===== src/rtl/spi_shift_reg.sv =====
// Double-buffered serial shift register: parallel words in via valid/ready, shifted
// out one bit per shift_en strobe while receive bits shift in; received words come back in parallel.
module spi_shift_reg #(
  parameter int   WIDTH     = 8,
  parameter int   LSB_FIRST = 0,
  parameter logic IDLE_OUT  = 1'b1
) (
  input  logic             clk,
  input  logic             rst_n,
  input  logic [WIDTH-1:0] wr_data,
  input  logic             wr_valid,
  output logic             wr_ready,
  input  logic             shift_en,
  input  logic             ser_in,
  output logic             ser_out,
  output logic [WIDTH-1:0] rd_data,
  output logic             rd_valid,
  output logic             busy
);

  localparam int CW = $clog2(WIDTH);
  localparam logic [CW-1:0] CNT_LAST = CW'(WIDTH - 1);

  localparam logic ST_IDLE  = 1'b0;
  localparam logic ST_SHIFT = 1'b1;

  logic             state_q, state_d;
  logic [WIDTH-1:0] sr_q, sr_d;
  logic [WIDTH-1:0] hold_q, hold_d;
  logic             hold_full_q, hold_full_d;
  logic [CW-1:0]    cnt_q, cnt_d;
  logic [WIDTH-1:0] rd_data_q, rd_data_d;
  logic             rd_valid_q, rd_valid_d;
  logic [WIDTH-1:0] sr_shifted;

  assign sr_shifted = (LSB_FIRST != 0) ? {ser_in, sr_q[WIDTH-1:1]}
                                       : {sr_q[WIDTH-2:0], ser_in};

  always_comb begin
    state_d     = state_q;
    sr_d        = sr_q;
    hold_d      = hold_q;
    hold_full_d = hold_full_q;
    cnt_d       = cnt_q;
    rd_data_d   = rd_data_q;
    rd_valid_d  = 1'b0;

    // Accept and transfer are disjoint: a write only lands when the buffer is empty.
    if (wr_valid && !hold_full_q) begin
      hold_d      = wr_data;
      hold_full_d = 1'b1;
    end

    case (state_q)
      ST_IDLE: begin
        if (hold_full_q) begin
          sr_d        = hold_q;
          hold_full_d = 1'b0;
          cnt_d       = '0;
          state_d     = ST_SHIFT;
        end
      end
      default: begin
        if (shift_en) begin
          sr_d  = sr_shifted;
          cnt_d = cnt_q + 1'b1;
          if (cnt_q == CNT_LAST) begin
            rd_data_d  = sr_shifted;
            rd_valid_d = 1'b1;
            cnt_d      = cnt_q;
            if (hold_full_q) begin
              // Chain straight into the queued word with no idle gap.
              sr_d        = hold_q;
              hold_full_d = 1'b0;
              cnt_d       = '0;
            end else begin
              state_d = ST_IDLE;
            end
          end
        end
      end
    endcase
  end

  always_ff @(posedge clk or negedge rst_n) begin
    if (!rst_n) begin
      state_q     <= ST_IDLE;
      sr_q        <= '0;
      hold_q      <= '0;
      hold_full_q <= 1'b0;
      cnt_q       <= '0;
      rd_data_q   <= '0;
      rd_valid_q  <= 1'b0;
    end else begin
      state_q     <= state_d;
      sr_q        <= sr_d;
      hold_q      <= hold_d;
      hold_full_q <= hold_full_d;
      cnt_q       <= cnt_d;
      rd_data_q   <= rd_data_d;
      rd_valid_q  <= rd_valid_d;
    end
  end

  assign busy     = (state_q == ST_SHIFT);
  assign wr_ready = !hold_full_q;
  assign rd_data  = rd_data_q;
  assign rd_valid = rd_valid_q;
  assign ser_out  = busy ? ((LSB_FIRST != 0) ? sr_q[0] : sr_q[WIDTH-1]) : IDLE_OUT;

endmodule


===== config.mk =====
export PLATFORM = sky130hd
export DESIGN_NAME = spi_shift_reg
export DESIGN_NICKNAME = d
export VERILOG_FILES = /design/src/rtl/spi_shift_reg.sv
export SDC_FILE = /design/constraint.sdc
export NUM_CORES = 1
export LEC_CHECK = 0
export CAP_MARGIN = 40
export CORE_MARGIN = 5
export CORE_UTILIZATION = 54
export CTS_CLUSTER_DIAMETER = 40
export CTS_CLUSTER_SIZE = 16
export DETAILED_ROUTE_END_ITERATION = 10
export HOLD_SLACK_MARGIN = 0.12
export PLACE_DENSITY_LB_ADDON = 0.05
export SLEW_MARGIN = 15
export SYNTH_ARGS = -nofsm -noshare
export SYNTH_HDL_FRONTEND = slang
export SYNTH_SLANG_ARGS = --single-unit

===== constraint.sdc =====
create_clock -name clk -period 2.4 [get_ports clk]
set_input_delay 0.72 -clock clk [delete_from_list [all_inputs] [get_ports clk]]
set_output_delay 0.72 -clock clk [all_outputs]
set_load 0.02 [all_outputs]

### Word level (Yosys, flattened, before mapping)

Index checks and enable logic that the tools add are counted.
Widths: inputs -> output; s select.

* register bits: 30
* input bits: 13

* add/sub/neg operators: 1
* eq/ne operators: 2
* mux-type cells: 22
* reductions and logical operators: 5

Operator list (number)
* $mux 8: 5
* $mux 1: 13
* $mux 3: 4
* $add 3x1->3 const B: 1
* $eq 3x3->1 const B: 1
* $reduce_and 3->1: 1
* $ne 2x2->1 const B: 1
* $reduce_and 2->1: 1
* $reduce_bool 2->1: 1
* $logic_and 1x1->1: 1
* $logic_not 1->1: 1

### Depth between registers and ports, before layout

* depth in word-level cells: 7
* gate-level depth with buffers: 6
* depth with buffers taken out: 5

### Least setup slack after synthesis

No wires, ideal clock.

* path type: reg-to-output
* from: reg state_q (netlist: busy)
* to: out ser_out
* data arrival time: 0.777 ns
* setup slack: 0.903 ns
* stages on the path, launching flop included: 3
* buffers on the path: 1
* path through: dfrtp_1 -> buf_6 -> nand2b_1

* longest elaborated chain between the ends: 1

Ends and longest elaborated chain
* start: declaration: RTL line 27 `logic state_q, state_d;`
* start signal: assignment: RTL line 95 `state_q <= state_d;`
* $mux 1: RTL line 109 `assign ser_out = busy ? ((LSB_FIRST != 0) ? sr_q[0] : sr_q[WIDTH-1]) : IDLE_OUT;`
* end: declaration: RTL line 15 `output logic ser_out,`

No other way between the ends.

### Worst setup path in the final report

Same ends and word-level chain as after synthesis.

==> flow_summary.ini <==
[status]
outcome = complete, no violations

[clock_tree]
hold_buffers = 0
clock_latency_ps = 320
numCtsBuffers = 5
cts_resized = 0
cts_tree = built
cts_setup_buffers = 0
clock_path_buffers = 2
clockRootBuffer = clkbuf_4
clk_pin_slew_ps = 90
cts_sinks = 30
cts_max_level = 2

[power]
switching_share = 0.319
leakagePower_nw = 0.742
irDropWorstVdd_uv = 769
seqPwrFrac = 0.448
switchingPower_mw = 0.627
p_total_mw = 1.97
power_density_mw_per_mm2 = 1190
p_int_mw = 1.34
p_comb_frac = 0.356
clkPwrFrac = 0.196

[global_routing]
grt_util_met1 = 0.186
top_usage_layer = met2
grt_max_degree = 31
grt_antenna_before_repair = 0
grt.met2_usage = 0.234
grtUsageMet3 = 0.0610
grt_pass1_wl_mm = 3.91
grt_usage = 0.148
grt_pass1_vias = 894
gr-total-overflow = 0

[synthesis]
syn_nets = 124
syn_area_mm2 = 0.00132
syn_avg_cell_area_um2 = 12.2
synth_area_leader_cell = dfrtp_1
yosys-top-cells-area = dfrtp_1 57%, mux2_2 14%, nand2_1 4.6%
synth_top_area_share = 0.569
synth_cells = 108
synth-seq-area-share = 0.569
yosysUniqueCellTypes = 26
yosysWarningCount = 0
ys_ff_latch = 30

[routing]
first_pass_iters = 4
avgRoutedWirePerCell_um = 12.9
postRouteAntennaNets = 0
vias = 890
vias_per_cell = 5.30
remaining_drc_errors = 0
drt_iter0_drc = 12
routed_wl_mm = 2.18

[timing]
rsz0062_at_grt = no
clock.fmax_ghz = 0.443
finClkSkew_ps = 10.9
relSlewSlack = 0.759
hold_viol_final = 0
finalCritPeriodShare = 0.940
finalWorstSetupSlack_ps = 144
hold_slack_ps = 513
setup_violations = 0
fin_setup_tns_ps = 0
slew_viol_final = 0
worst_pin_slew_ps = 361
min_period_ps = 2260

[worst_setup_path]
cp-end-kind = primary output
path_cells = nand2b_1, clkdlybuf4s50_1
worst_path_max_delay_cell = clkdlybuf4s50_1
slowest_delay_ps = 600
cp-start-kind = flip-flop
cp.required_ps = 1680
worstPathArrival_ps = 1540
path_max_fanout = 10
path_class = flip-flop to primary output

[placed_design]
numPortBuffers = 24
place_congestion = 0.719
pre_cts_ws_ps = 380
place_hpwl_mm = 1.67
place_area_mm2 = 0.00158
dpl.cell_count = 160

[final_layout]
final_area_mm2 = 0.00166
final_common_cell = dfrtp_1
final_cell_count_no_fill = 168
area_growth_pct = 25.6
post-route-util = 0.687
diodes = 0
layout_common_cells = 30 x dfrtp_1, 24 x clkdlybuf4s50_1, 16 x mux2_2, 16 x nand2_1
fill_cells = 201
drive_gt1_frac = 0.239
nNetsFinal = 153

[floorplanning]
die_w_um = 59.4
die_h_um = 59.4
start_util = 0.547
rows = 18
core_mm2 = 0.00241
io_pins = 25
die_area_mm2 = 0.00353

[hold_path]
holdCritPathClass = flip-flop to flip-flop

[flow_run]
max_cap_violations = 0
[Yosys cell counts]
cell type,count
dfrtp_1,30
mux2_2,16
nand2_1,16
a31oi_1,7
nor2_1,7
a22o_1,4
ha_1,3
inv_1,3
a21oi_1,2
buf_2,2
buf_6,2
nor2b_1,2
a21bo_2,1
a21boi_2,1
a21o_1,1
a31oi_2,1
and3_1,1
mux2_4,1
nand2b_1,1
nand3_2,1
nor2_2,1
nor3b_1,1
o211ai_1,1
o21a_1,1
o21ai_0,1
or2_2,1
[per-layer routing]
| layer | routed length (um) | up-vias |
|---|---|---|
| li1 | - | 434 |
| met1 | 995 | 425 |
| met2 | 995 | 27 |
| met3 | 166 | 4 |
| met4 | 17 | 0 |
| met5 | 0 | - |
[power by group through the flow]
stage / Combinational [mW] / Sequential (mW) / Clock (mW)
after detailed placement: 0.711 / 0.895 / 0
after floorplan: 0.374 / 0.936 / 0
after CTS: 0.713 / 0.883 / 0.395
after global placement: 0.686 / 0.880 / 0
final: 0.700 / 0.880 / 0.386
after global routing: 0.764 / 0.914 / 0.425
[worst max-delay path, delay by kind of cell, from the launching register on]
family | cells | cell delay [ps]
buffers and inverters | 1 | 600
and+or+nand+nor | 1 | 120
DFF | 1 | 500
[sequential cells by signal, summed over array words and instances, names as in the netlist]
signal and cells:
sr_q 8, busy 1, hold_full_q 1, cnt_q 3, rd_valid 1, rd_data 8
hold_q 8
[final cells by class]
type                       count  area (um2)  area share
clock inverter                 3        40.0      0.0242
multi-input combinational     71         524       0.316
tap                           30        37.5      0.0227
inverter                       3        11.3     0.00680
clock buffer                   5        37.5      0.0227
timing repair buffer          26         255       0.154
sequential                    30         751       0.453
[kinds of logic after synthesis]
group	Yosys count	share of synthesized area
flip-flops	30	0.569
AO/OA/AOI/OAI	20	0.114
multiplexers	17	0.148
adder cells (fa/ha/maj)	3	0.0285
buffers and inverters	7	0.0332
AND/OR/NAND/NOR	31	0.107
[path summary, 6_finish.rpt]
path	cells after the start	end	slack, ps	start
min in group asynchronous	2	cnt_q[1]	770	rst_n
setup / recovery	2	ser_out	140	busy
setup reg to reg	5	sr_q[4]	790	cnt_q[0]
hold / removal	1	rd_data[6]	510	rd_data[6]
hold reg to reg	1	rd_data[6]	510	rd_data[6]
max in group asynchronous	2	hold_q[0]	1350	rst_n
Power figures use the tool's default switching activity.
